==> config.mk <==
export PLATFORM = sky130hd
export DESIGN_NAME = output_port_arbiter_flat
export DESIGN_NICKNAME = d
export VERILOG_FILES = /design/src/rtl/output_port_arbiter_pkg.sv /design/src/rtl/output_port_arbiter_if.sv /design/src/rtl/output_port_arbiter_rr_priority_pick.sv /design/src/rtl/output_port_arbiter.sv /design/src/flat_wrapper.sv
export SDC_FILE = /design/constraint.sdc
export NUM_CORES = 1
export LEC_CHECK = 0
export ABC_CLOCK_PERIOD_IN_PS = 1900
export BUFFER_PORTS_ARGS = -buffer_cell sky130_fd_sc_hd__buf_4
export CORE_AREA = 2 2 39 41
export CTS_BUF_LIST = sky130_fd_sc_hd__clkbuf_8
export CTS_CLUSTER_SIZE = 16
export DETAILED_ROUTE_END_ITERATION = 12
export DIE_AREA = 0 0 41 43
export PLACE_DENSITY = 0.58
export SLEW_MARGIN = 20
export SYNTH_ARGS = -nofsm -noshare
export SYNTH_HDL_FRONTEND = slang
export SYNTH_HIERARCHICAL = 1
export SYNTH_SLANG_ARGS = --single-unit
==> constraint.sdc <==
create_clock -name clk -period 1.9 [get_ports clk]
set_input_delay 0.285 -clock clk [delete_from_list [all_inputs] [get_ports clk]]
set_output_delay 0.285 -clock clk [all_outputs]
set_load 0.02 [all_outputs]
==> src/rtl/output_port_arbiter_pkg.sv <==
// Shared types and constants for the router output-port arbiter.
//   FLIT_WIDTH  : width of a flit on the port mux (head/body/tail flits)
//   NUM_PORTS   : router input ports competing for one output port
//   arb_state_t : arbiter FSM state (idle / locked to a packet)
//   port_idx_t  : index of an input port, also the mux select encoding
//   next_idx    : round-robin successor of a port index (wraps 3 -> 0)
package output_port_arbiter_pkg;

  localparam int unsigned FLIT_WIDTH = 17;
  localparam int unsigned NUM_PORTS  = 4;

  typedef enum logic {
    ARB_IDLE,
    ARB_LOCKED
  } arb_state_t;

  typedef logic [1:0] port_idx_t;

  function automatic port_idx_t next_idx(port_idx_t p);
    return p + port_idx_t'(1);
  endfunction

endpackage

==> src/rtl/output_port_arbiter_if.sv <==
// Handshake bundle between the input buffers / downstream link and one output-port arbiter.
//   req_i       : per-input "holds a flit for this port"
//   tail_i      : per-input "current flit is a tail"
//   out_ready_i : downstream can accept a flit this cycle
//   grant_o     : one-hot pop strobe back to the inputs
//   sel_o       : mux_4_1 select (registered owner)
//   valid_o     : flit on the mux output is valid
//   busy_o      : port locked to a packet
// Modports: master drives requests and observes grants; slave is the arbiter.
interface output_port_arbiter_if;
  import output_port_arbiter_pkg::*;

  logic [NUM_PORTS-1:0] req_i;
  logic [NUM_PORTS-1:0] tail_i;
  logic                 out_ready_i;
  logic [NUM_PORTS-1:0] grant_o;
  port_idx_t            sel_o;
  logic                 valid_o;
  logic                 busy_o;

  modport master (
    output req_i,
    output tail_i,
    output out_ready_i,
    input  grant_o,
    input  sel_o,
    input  valid_o,
    input  busy_o
  );

  modport slave (
    input  req_i,
    input  tail_i,
    input  out_ready_i,
    output grant_o,
    output sel_o,
    output valid_o,
    output busy_o
  );

endinterface

==> src/rtl/output_port_arbiter_rr_priority_pick.sv <==
// Combinational round-robin priority pick.
//   req   : request vector, one bit per input port
//   ptr   : highest-priority index this round
//   found : at least one request is set
//   idx   : first set request at or after ptr, wrapping past the top index
module output_port_arbiter_rr_priority_pick
  import output_port_arbiter_pkg::*;
(
  input  logic [NUM_PORTS-1:0] req,
  input  port_idx_t            ptr,
  output logic                 found,
  output port_idx_t            idx
);

  port_idx_t cand;

  always_comb begin
    found = 1'b0;
    idx   = ptr;
    cand  = ptr;
    // 2-bit addition gives the modulo-4 wrap for free.
    for (int i = 0; i < int'(NUM_PORTS); i++) begin
      cand = ptr + port_idx_t'(i);
      if (!found && req[cand]) begin
        found = 1'b1;
        idx   = cand;
      end
    end
  end

endmodule

==> src/rtl/output_port_arbiter.sv <==
// Wormhole round-robin arbiter for one router output port.
// Shares the port's 4:1 flit mux among the four input ports: once a packet wins,
// the port stays locked to its input until that input's tail flit is transferred.
//   clk   : clock, all state changes on the rising edge
//   reset : synchronous, active-high; abandons any lock in progress
//   arb   : slave side of output_port_arbiter_if (req/tail/ready in, grant/sel/valid/busy out)
// sel_o is the owner register, so there is no combinational path from req_i to sel_o.
// grant_o/valid_o/busy_o are combinational from state, owner and inputs.
module output_port_arbiter
  import output_port_arbiter_pkg::*;
#(
  parameter int unsigned NUM_REQ   = NUM_PORTS,
  parameter int unsigned SEL_WIDTH = $clog2(NUM_REQ)
) (
  input logic                   clk,
  input logic                   reset,
  output_port_arbiter_if.slave  arb
);

  // The datapath mux is a fixed 4:1, so anything else is a build error.
  if (NUM_REQ != 4) begin : g_bad_num_req
    $error("output_port_arbiter: NUM_REQ must be 4");
  end
  if (SEL_WIDTH != 2) begin : g_bad_sel_width
    $error("output_port_arbiter: SEL_WIDTH must be 2");
  end

  arb_state_t state_q;
  port_idx_t  owner_q;
  port_idx_t  rr_ptr_q;

  logic       pick_found;
  port_idx_t  pick_idx;
  logic       xfer;

  output_port_arbiter_rr_priority_pick u_pick (
    .req   (arb.req_i),
    .ptr   (rr_ptr_q),
    .found (pick_found),
    .idx   (pick_idx)
  );

  // A flit moves only when locked, the owner has one and downstream is ready.
  // Gating with reset keeps the reset cycle grant-free even if we were locked.
  assign xfer = (state_q == ARB_LOCKED) && !reset && arb.req_i[owner_q] && arb.out_ready_i;

  always_comb begin
    arb.grant_o = '0;
    if (xfer) begin
      arb.grant_o[owner_q] = 1'b1;
    end
  end

  assign arb.valid_o = xfer;
  assign arb.busy_o  = (state_q == ARB_LOCKED) && !reset;
  assign arb.sel_o   = owner_q;

  always_ff @(posedge clk) begin
    if (reset) begin
      state_q  <= ARB_IDLE;
      owner_q  <= '0;
      rr_ptr_q <= '0;
    end else begin
      case (state_q)
        ARB_IDLE: begin
          if (pick_found) begin
            owner_q <= pick_idx;
            state_q <= ARB_LOCKED;
          end
        end
        ARB_LOCKED: begin
          // Owner stalls (req low or no ready) simply hold the lock.
          if (xfer && arb.tail_i[owner_q]) begin
            state_q  <= ARB_IDLE;
            rr_ptr_q <= next_idx(owner_q);
          end
        end
      endcase
    end
  end

endmodule

==> src/flat_wrapper.sv <==
// flat-port wrapper written by rule: the top's interface ports become plain ports
module output_port_arbiter_flat import output_port_arbiter_pkg::*;
#(
  parameter int unsigned NUM_REQ   = NUM_PORTS,
  parameter int unsigned SEL_WIDTH = $clog2(NUM_REQ)
)
  (clk, reset, arb_req_i, arb_tail_i, arb_out_ready_i, arb_grant_o, arb_sel_o, arb_valid_o, arb_busy_o);
  output_port_arbiter_if arb_i ();
  input logic clk;
  input logic reset;
  input wire logic [$bits(arb_i.req_i)-1:0] arb_req_i;
  input wire logic [$bits(arb_i.tail_i)-1:0] arb_tail_i;
  input wire logic [$bits(arb_i.out_ready_i)-1:0] arb_out_ready_i;
  output wire logic [$bits(arb_i.grant_o)-1:0] arb_grant_o;
  output wire logic [$bits(arb_i.sel_o)-1:0] arb_sel_o;
  output wire logic [$bits(arb_i.valid_o)-1:0] arb_valid_o;
  output wire logic [$bits(arb_i.busy_o)-1:0] arb_busy_o;
  assign arb_i.req_i = arb_req_i;
  assign arb_i.tail_i = arb_tail_i;
  assign arb_i.out_ready_i = arb_out_ready_i;
  assign arb_grant_o = arb_i.grant_o;
  assign arb_sel_o = arb_i.sel_o;
  assign arb_valid_o = arb_i.valid_o;
  assign arb_busy_o = arb_i.busy_o;
  output_port_arbiter #(.NUM_REQ(NUM_REQ), .SEL_WIDTH(SEL_WIDTH)) u_core (.clk(clk), .reset(reset), .arb(arb_i));
endmodule
==> flow_summary.yaml, run 1 <==
outcome:
  status: "complete, no violations"
synthesis:
  ys_seq_area_frac: 0.223
  synth.largest_area_cell: "dfxtp_1"
  syn_inst: 50
  dominantRegCellSynth: "dfxtp_1"
  synth.distinct_cells: 26
  ys.warnings.count: 6
  ys_async_sr_fraction: 0
  yosysTopAreaCellShare: 0.223
  syn-num-nets: 65
  synth-seq-cells: 5
  postSynthAreaPerCell_um2: 8.98
  synth_area_leaders: "dfxtp_1 22%, ha_1 11%, mux4_2 10%, and3_1 5.6%, mux2i_1 4.5%"
  synth_edf_count: 0
  ys_top_cells_by_count: "5 x dfxtp_1, 5 x nor2_1, 4 x and3_1, 4 x ha_1, 4 x inv_1"
  syn_area_um2: 449
clock_network:
  insertion_delay_ns: 0.22
  cts_tree: "built"
  hold_buffers: 0
  post-cts-setup-buffers: 0
  cts.clk_slew.worst_paths_ns: 0.04
  numClockSinks: 5
  htreeDepth: 1
  postCtsResizedCells: 0
  cts-root-buf: "clkbuf_8"
  clock_path_buffers: 2
  numCtsBuffers: 3
timing:
  setup_viol: 0
  tightest_slew_ns: 0.275
  slew_headroom: 0.816
  hold_viol: 0
  tns_ns: 0
  worst_clock_skew_ns: 0.00166
  finalCriticalPeriod_ns: 1.80
  fmaxAchievable_mhz: 555
  slew_violations: 0
  rsz0062_at_grt: "false"
  min_period_over_period: 0.949
place:
  dpl_cell_area_um2: 616
  place_congestion: 0.731
  placed_cells: 85
  dpl.hpwl_um: 844
  io_buffers: 18
worst_setup_path:
  crit_arrival_ns: 1.52
  max_stage_delay_ns: 0.60
  critPathMaxFanout: 8
  slowest_stage: "mux4_2"
  cp_data_required_time_ns: 1.62
  critPathCaptureType: "output port"
  critPathKind: "flip-flop to output port"
  path_cells: "mux4_2 > and3_1 > buf_4"
  startpoint_type: "flip-flop"
  worst-path-buf-inv: 1
  crit_family: "multiplexers"
power:
  power.density_nw_per_um2: 596
  ir_drop_v: 0.000376
  p_leak_nw: 0.324
final_layout:
  syn2layout_area_growth_pct: 47.1
  drive_gt1_frac: 0.397
  final_cell_count_no_fill: 89
  num_antenna_cells: 0
  nets: 89
  design_area_um2: 661
global_route:
  grt_max_degree: 9
  grt_use_total: 0.141
  antenna_found_initial: 0
  grt_use_met1: 0.182
  use_met2: 0.206
  overflow: 0
  met3_usage: 0.0471
  grt_pass1_vias: 410
  grt_pass1_wl_mm: 1.70
  grt.busiest_layer: "met2"
floorplan:
  initial_core_util: 0.325
  design.portCount: 19
  die_w_um: 41
  die_h_um: 43
  die_area_um2: 1760
  num_rows: 14
  coreArea_um2: 1380
routing:
  wl_mm: 1.05
  ant_nets: 0
  drt_iter0_drc: 13
  wl_per_cell_um: 11.8
  drc: 0
  first_pass_iters: 4
  vias: 446
  viasPerCell: 5.01
min_path:
  hold_class: "input pin to flip-flop"
run:
  max_cap_viol_count: 0
-- cell type report --
type,count,area (um^2)
Tap cell,16,20.0
Inverter,4,15.0
Sequential cell,5,100
Fill cell,154,723
Multi-Input combinational cell,40,330
Timing Repair Buffer,20,150
Clock buffer,3,41.3
Clock inverter,1,3.75
-- cell families after synthesis --
family,synth area share
AOI/OAI and AO/OA,0.167
adders and majority gates,0.111
buffers and inverters,0.0418
DFF,0.223
muxes,0.145
and+or+nand+nor,0.312
-- power breakdown --
group	internal, mW	switching [mW]	total, mW
sequential	0.110	0.00398	0.114
combinational	0.0463	0.0459	0.0922
clock	0.138	0.0490	0.187
total	0.295	0.0989	0.394
-- flip-flops by register name (all words and copies together), names as in the netlist --
signal,flops
u_core/state_q,1
u_core/rr_ptr_q,2
u_core/arb.sel_o,2
-- stage by stage --
| step | setup WS [ns] | util | hold WS, ns | total power [mW] |
|---|---|---|---|---|
| floorplan | 0.177 | - | 0.350 | 0.167 |
| global placement | 0.307 | 0.445 | 0.510 | 0.208 |
| detailed placement | 0.292 | 0.445 | 0.512 | 0.209 |
| CTS | 0.0834 | 0.477 | 0.282 | 0.400 |
| global route | 0.0286 | 0.477 | 0.290 | 0.420 |
| finish | 0.0970 | 0.477 | 0.284 | 0.394 |
-- final timing paths --
kind	to	startpoint	cells after the start	slack, ns
worst max-delay path	arb_grant_o[3]	u_core/arb.sel_o[0]	3	0.1
worst min-delay path	u_core/state_q	reset	2	0.28
worst max register to register	u_core/rr_ptr_q[1]	u_core/arb.sel_o[0]	4	0.33
worst min register to register	u_core/state_q	u_core/state_q	2	0.55
-- layer usage --
layer | vias up | wire, um
met5 | - | 0
met4 | 0 | 0
met3 | 0 | 66
met2 | 12 | 534
met1 | 206 | 449
li1 | 228 | -
-- layout by cell type, fill, tap and decap left out, types with 3 or more instances in the layout --
cell type / instances
clkbuf_8: 3
buf_4: 20
nand2_1: 3
inv_1: 5
nor2_1: 5
nor2b_1: 3
ha_1: 4
and3_1: 4
dfxtp_1: 5
-- worst reg2reg max path, cell delays in order (launching register included) --
cell	delay [ns]
dfxtp_1	0.35
buf_4	0.17
mux4_2	0.57
a311oi_2	0.30
a31o_1	0.12
No activity file was read; power rests on OpenSTA's default activity.
==> run 2: changes to the inputs <==
--- a/config.mk
+++ b/config.mk
@@ -8,11 +8,12 @@
 export ABC_CLOCK_PERIOD_IN_PS = 1900
 export BUFFER_PORTS_ARGS = -buffer_cell sky130_fd_sc_hd__buf_4
 export CORE_AREA = 2 2 39 41
-export CTS_BUF_LIST = sky130_fd_sc_hd__clkbuf_8
+export CTS_BUF_LIST = sky130_fd_sc_hd__clkbuf_16
 export CTS_CLUSTER_SIZE = 16
 export DETAILED_ROUTE_END_ITERATION = 12
 export DIE_AREA = 0 0 41 43
 export PLACE_DENSITY = 0.58
+export RECOVER_POWER = 25
 export SLEW_MARGIN = 20
 export SYNTH_ARGS = -nofsm -noshare
 export SYNTH_HDL_FRONTEND = slang
==> flow_summary.yaml, run 2 (same netlist as run 1, synthesis figures left out) <==
outcome:
  status: "complete, no violations"
floorplan:
  die_area_um2: 1760
  design.portCount: 19
  initial_core_util: 0.325
  die_w_um: 41
  die_h_um: 43
  coreArea_um2: 1380
  num_rows: 14
power:
  ir_drop_v: 0.000559
  p_leak_nw: 0.333
  power.density_nw_per_um2: 789
  p_total_uw: 540
timing:
  tns_ns: 0
  hold_viol: 0
  fmaxAchievable_mhz: 552
  fin_hold_ws_ns: 0.280
  slew_violations: 0
  worst_clock_skew_ns: 0.000374
  rsz0062_at_grt: "false"
  min_period_over_period: 0.953
  tightest_slew_ns: 0.275
  slew_headroom: 0.816
  finalCriticalPeriod_ns: 1.81
  setup_viol: 0
  finalWorstSetupSlack_ns: 0.0896
final_layout:
  num_antenna_cells: 0
  syn2layout_area_growth_pct: 52.4
  design_area_um2: 684
  post-route-util: 0.495
  final_cell_count_no_fill: 89
  nets: 89
  fill_cells: 150
  final_common_cell: "buf_4"
  layout_common_cells: "19 x buf_4, 5 x inv_1, 5 x nor2_1, 5 x dfxtp_1"
  drive_gt1_frac: 0.370
worst_setup_path:
  rrSetupSlack_ns: 0.33
  r2r-start: "u_core/arb.sel_o[0]"
  r2r-end: "u_core/rr_ptr_q[1]"
  critPathKind: "flip-flop to output port"
  crit_arrival_ns: 1.53
  r2r_cells: 4
  critPathCaptureType: "output port"
  cp_data_required_time_ns: 1.62
  startpoint_type: "flip-flop"
  critPathMaxFanout: 8
place:
  dpl_cell_area_um2: 616
  place_ws_ns: 0.292
  dpl.hpwl_um: 844
  io_buffers: 18
  place_congestion: 0.731
  placed_cells: 85
clock_network:
  cts_tree: "built"
  postCtsResizedCells: 0
  cts-root-buf: "clkbuf_16"
  numClockSinks: 5
  htreeDepth: 1
  numCtsBuffers: 3
  insertion_delay_ns: 0.22
  post-cts-setup-buffers: 0
  hold_buffers: 0
  clock_path_buffers: 2
  cts.clk_slew.worst_paths_ns: 0.03
routing:
  drc: 0
  first_pass_iters: 4
  drt_iter0_drc: 8
  vias: 453
  viasPerCell: 5.09
  ant_nets: 0
  wl_mm: 1.06
  wl_per_cell_um: 11.9
global_route:
  grt_use_total: 0.140
  grt_pass1_wl_mm: 1.71
  grt_pass1_vias: 412
  antenna_found_initial: 0
  grt_max_degree: 9
  overflow: 0
min_path:
  whs_endpoint: "u_core/state_q"
  hold_class: "input pin to flip-flop"
  hold_depth: 2
  holdCritStartpoint: "reset"
run:
  max_cap_viol_count: 0
[run 2: cell count changes in the layout (fill, tap and decap cells not counted)]
cell / delta
a221oi_1: +1
a221oi_2: -1
buf_4: -1
clkbuf_1: +1
clkbuf_16: +3
clkbuf_8: -3
[run 2: worst max-delay path by stage]
stage                      to  depth (start not counted)  slack (ns)                 from
2_1_floorplan  arb_grant_o[0]                          2        0.18  u_core/arb.sel_o[0]
3_3_place_gp   arb_grant_o[3]                          4        0.31         arb_req_i[3]
3_5_place_dp   arb_grant_o[3]                          4        0.29         arb_req_i[3]
4_1_cts        arb_grant_o[3]                          3        0.08  u_core/arb.sel_o[0]
5_1_grt        arb_grant_o[3]                          3        0.03  u_core/arb.sel_o[0]
6_report       arb_grant_o[3]                          3        0.09  u_core/arb.sel_o[0]
[run 2: layout make-up]
class	instances	area, um^2	area share
Clock inverter	1	3.75	0.00548
Multi-Input combinational cell	40	324	0.473
Tap cell	16	20.0	0.0293
Inverter	4	15.0	0.0219
Sequential cell	5	100	0.146
Clock buffer	3	75.1	0.110
Timing Repair Buffer	20	146	0.214
[run 2: power breakdown]
part / leakage, nW / internal (mW) / total (mW) / switching [mW]
Sequential: 0.0409 / 0.111 / 0.114 / 0.00394
Clock: 0.0423 / 0.272 / 0.335 / 0.0634
Combinational: 0.250 / 0.0448 / 0.0899 / 0.0451
Total: 0.333 / 0.427 / 0.540 / 0.112
[run 2: layer usage]
metal / up-vias / track usage / share of wire
met3: 0 / 0.0471 / 0.064
met5: - / 0 / 0
met4: 0 / 0.0400 / 0
li1: 228 / - / -
met2: 12 / 0.209 / 0.50
met1: 213 / 0.185 / 0.44
[run 2: critical path, cell delays in order (launching register included)]
cell and delay, ns:
dfxtp_1 0.35, mux4_2 0.60, and3_1 0.21, buf_4 0.15
==> run 3: changes to the inputs <==
--- a/config.mk
+++ b/config.mk
@@ -12,10 +12,9 @@
 export CTS_CLUSTER_SIZE = 16
 export DETAILED_ROUTE_END_ITERATION = 12
 export DIE_AREA = 0 0 41 43
-export PLACE_DENSITY = 0.58
+export PLACE_DENSITY = 0.6
 export RECOVER_POWER = 25
 export SLEW_MARGIN = 20
 export SYNTH_ARGS = -nofsm -noshare
 export SYNTH_HDL_FRONTEND = slang
-export SYNTH_HIERARCHICAL = 1
 export SYNTH_SLANG_ARGS = --single-unit
==> flow_summary.yaml, run 3 <==
outcome:
  status: "complete, no violations"
routing:
  wl_per_cell_um: 11.2
  wl_mm: 1.03
  ant_nets: 0
  drc: 0
  first_pass_iters: 2
  drt_iter0_drc: 4
  viasPerCell: 4.87
  vias: 448
floorplan:
  num_rows: 14
  initial_core_util: 0.344
  die_w_um: 41
  die_area_um2: 1760
  coreArea_um2: 1380
  design.portCount: 19
  die_h_um: 43
synthesis:
  postSynthAreaPerCell_um2: 8.51
  synth_most_common_cell: "nor2_1"
  synth_area_leaders: "dfxtp_1 21%, ha_1 10%, mux2i_1 6.3%, nor2_1 5.5%, buf_6 4.7%"
  dominantRegCellSynth: "dfxtp_1"
  ys_top_cells_by_count: "7 x nor2_1, 5 x dfxtp_1, 4 x ha_1, 4 x inv_1"
  syn-num-nets: 71
  ys_seq_area_frac: 0.210
  synth-seq-cells: 5
  synth_edf_count: 0
  synth.distinct_cells: 26
  ys.warnings.count: 0
  syn_area_um2: 477
  ys_async_sr_fraction: 0
  synth.largest_area_cell: "dfxtp_1"
  syn_inst: 56
  yosysTopAreaCellShare: 0.210
final_layout:
  syn2layout_area_growth_pct: 44.6
  nets: 92
  final_common_cell: "buf_4"
  post-route-util: 0.498
  num_antenna_cells: 0
  drive_gt1_frac: 0.355
  layout_common_cells: "18 x buf_4, 7 x nor2_1, 5 x inv_1"
  design_area_um2: 689
worst_setup_path:
  r2r_cells: 3
  critPathMaxFanout: 9
  crit_path_start: "u_core.arb.sel_o[0]"
  path_cells: "mux2i_1 > o22ai_2 > and2_2 > buf_4"
  r2r-end: "u_core.rr_ptr_q[0]"
  cp_data_required_time_ns: 1.62
  r2r-start: "u_core.arb.sel_o[0]"
  critPathKind: "flip-flop to output port"
  slowest_stage: "dfxtp_2"
  rrSetupSlack_ns: 0.37
  crit_path_end: "arb_grant_o[1]"
  max_stage_delay_ns: 0.43
  crit_arrival_ns: 1.48
  critPathCaptureType: "output port"
  startpoint_type: "flip-flop"
timing:
  tightest_slew_ns: 0.305
  worst_clock_skew_ns: 0.00608
  tns_ns: 0
  slew_headroom: 0.794
  fmaxAchievable_mhz: 568
  finalCriticalPeriod_ns: 1.76
  setup_viol: 0
  min_period_over_period: 0.927
  rsz0062_at_grt: "false"
  hold_viol: 0
  slew_violations: 0
  fin_hold_ws_ns: 0.285
global_route:
  grt_use_total: 0.137
  grt_pass1_vias: 384
  antenna_found_initial: 0
  met3_usage: 0.0524
  grt_max_degree: 11
  grt_pass1_wl_mm: 1.59
  overflow: 0
  grt.busiest_layer: "met2"
  use_met2: 0.203
  grt_use_met1: 0.148
clock_network:
  numClockSinks: 5
  cts-root-buf: "clkbuf_16"
  htreeDepth: 1
  numCtsBuffers: 3
  cts.clk_slew.worst_paths_ns: 0.04
  post-cts-setup-buffers: 0
  insertion_delay_ns: 0.23
  cts_tree: "built"
  clock_path_buffers: 2
place:
  dpl.hpwl_um: 772
  dpl_cell_area_um2: 609
  io_buffers: 18
  place_congestion: 0.704
power:
  power.density_nw_per_um2: 834
  p_leak_nw: 0.319
  ir_drop_v: 0.000409
  p_total_uw: 575
run:
  max_cap_viol_count: 0
min_path:
  hold_class: "input pin to flip-flop"
-- run 3: cell count changes after synthesis, sizes merged, moves of 2 or more --
cell / before / now
buf: 0 / 2
o22ai: 0 / 2
o21ai: 1 / 3
and3: 4 / 0
nor2: 5 / 7
and2: 1 / 4
-- run 3: cells by family after synthesis --
| logic type | after synthesis | share of synthesized area |
|---|---|---|
| AOI/OAI and AO/OA | 13 | 0.194 |
| adders and majority gates | 4 | 0.105 |
| buffers and inverters | 6 | 0.0787 |
| DFF | 5 | 0.210 |
| muxes | 5 | 0.142 |
| and+or+nand+nor | 23 | 0.270 |
-- run 3: worst min path at each step --
stage                            start                   to  slack, ns  depth (start not counted)
floorplan                        reset  u_core.arb.sel_o[0]       0.46                          2
global placement    u_core.rr_ptr_q[1]   u_core.rr_ptr_q[1]       0.53                          2
detailed placement               reset  u_core.arb.sel_o[0]       0.53                          2
CTS                              reset  u_core.arb.sel_o[1]       0.29                          2
global route                     reset  u_core.arb.sel_o[0]       0.30                          2
finish                           reset  u_core.arb.sel_o[0]       0.28                          2
-- run 3: routing by layer --
metal  wire length [um]  up-vias
li1                   -      239
met1                473      197
met2                473       10
met3                 67        2
met4                 17        0
met5                  0        -
-- run 3: what timing repair did --
item	in CTS	in global routing
resized for setup	0	1
hold endpoints to repair	0	0
endpoints found under the setup margin	0	4
hold buffers	0	0
-- run 3: area by class of cell --
type	count	area [um^2]
Fill cell	150	694
Sequential cell	5	101
Clock inverter	1	3.75
Clock buffer	3	75.1
Inverter	4	15.0
Tap cell	16	20.0
Timing Repair Buffer	18	135
Multi-Input combinational cell	45	339
-- run 3: metrics by stage --
step | cells | worst slack [ns]
after floorplan | 56 | 0.213
final | 92 | 0.139
after detailed placement | 88 | 0.240
after global placement | 88 | 0.285
after global routing | 92 | 0.0290
after CTS | 92 | 0.000753
-- run 3: power breakdown --
group / switching [mW] / internal [mW]
clock network: 0.0749 / 0.273
registers: 0.0147 / 0.113
logic: 0.0477 / 0.0513
total: 0.137 / 0.438
-- run 3: worst max-delay path, delay by kind of cell, from the launching register on --
family / cells / cell delay (ns)
multiplexers: 1 / 0.28
flip-flops: 1 / 0.43
AND/OR/NAND/NOR: 1 / 0.21
AO/OA/AOI/OAI: 1 / 0.17
buffers and inverters: 1 / 0.15
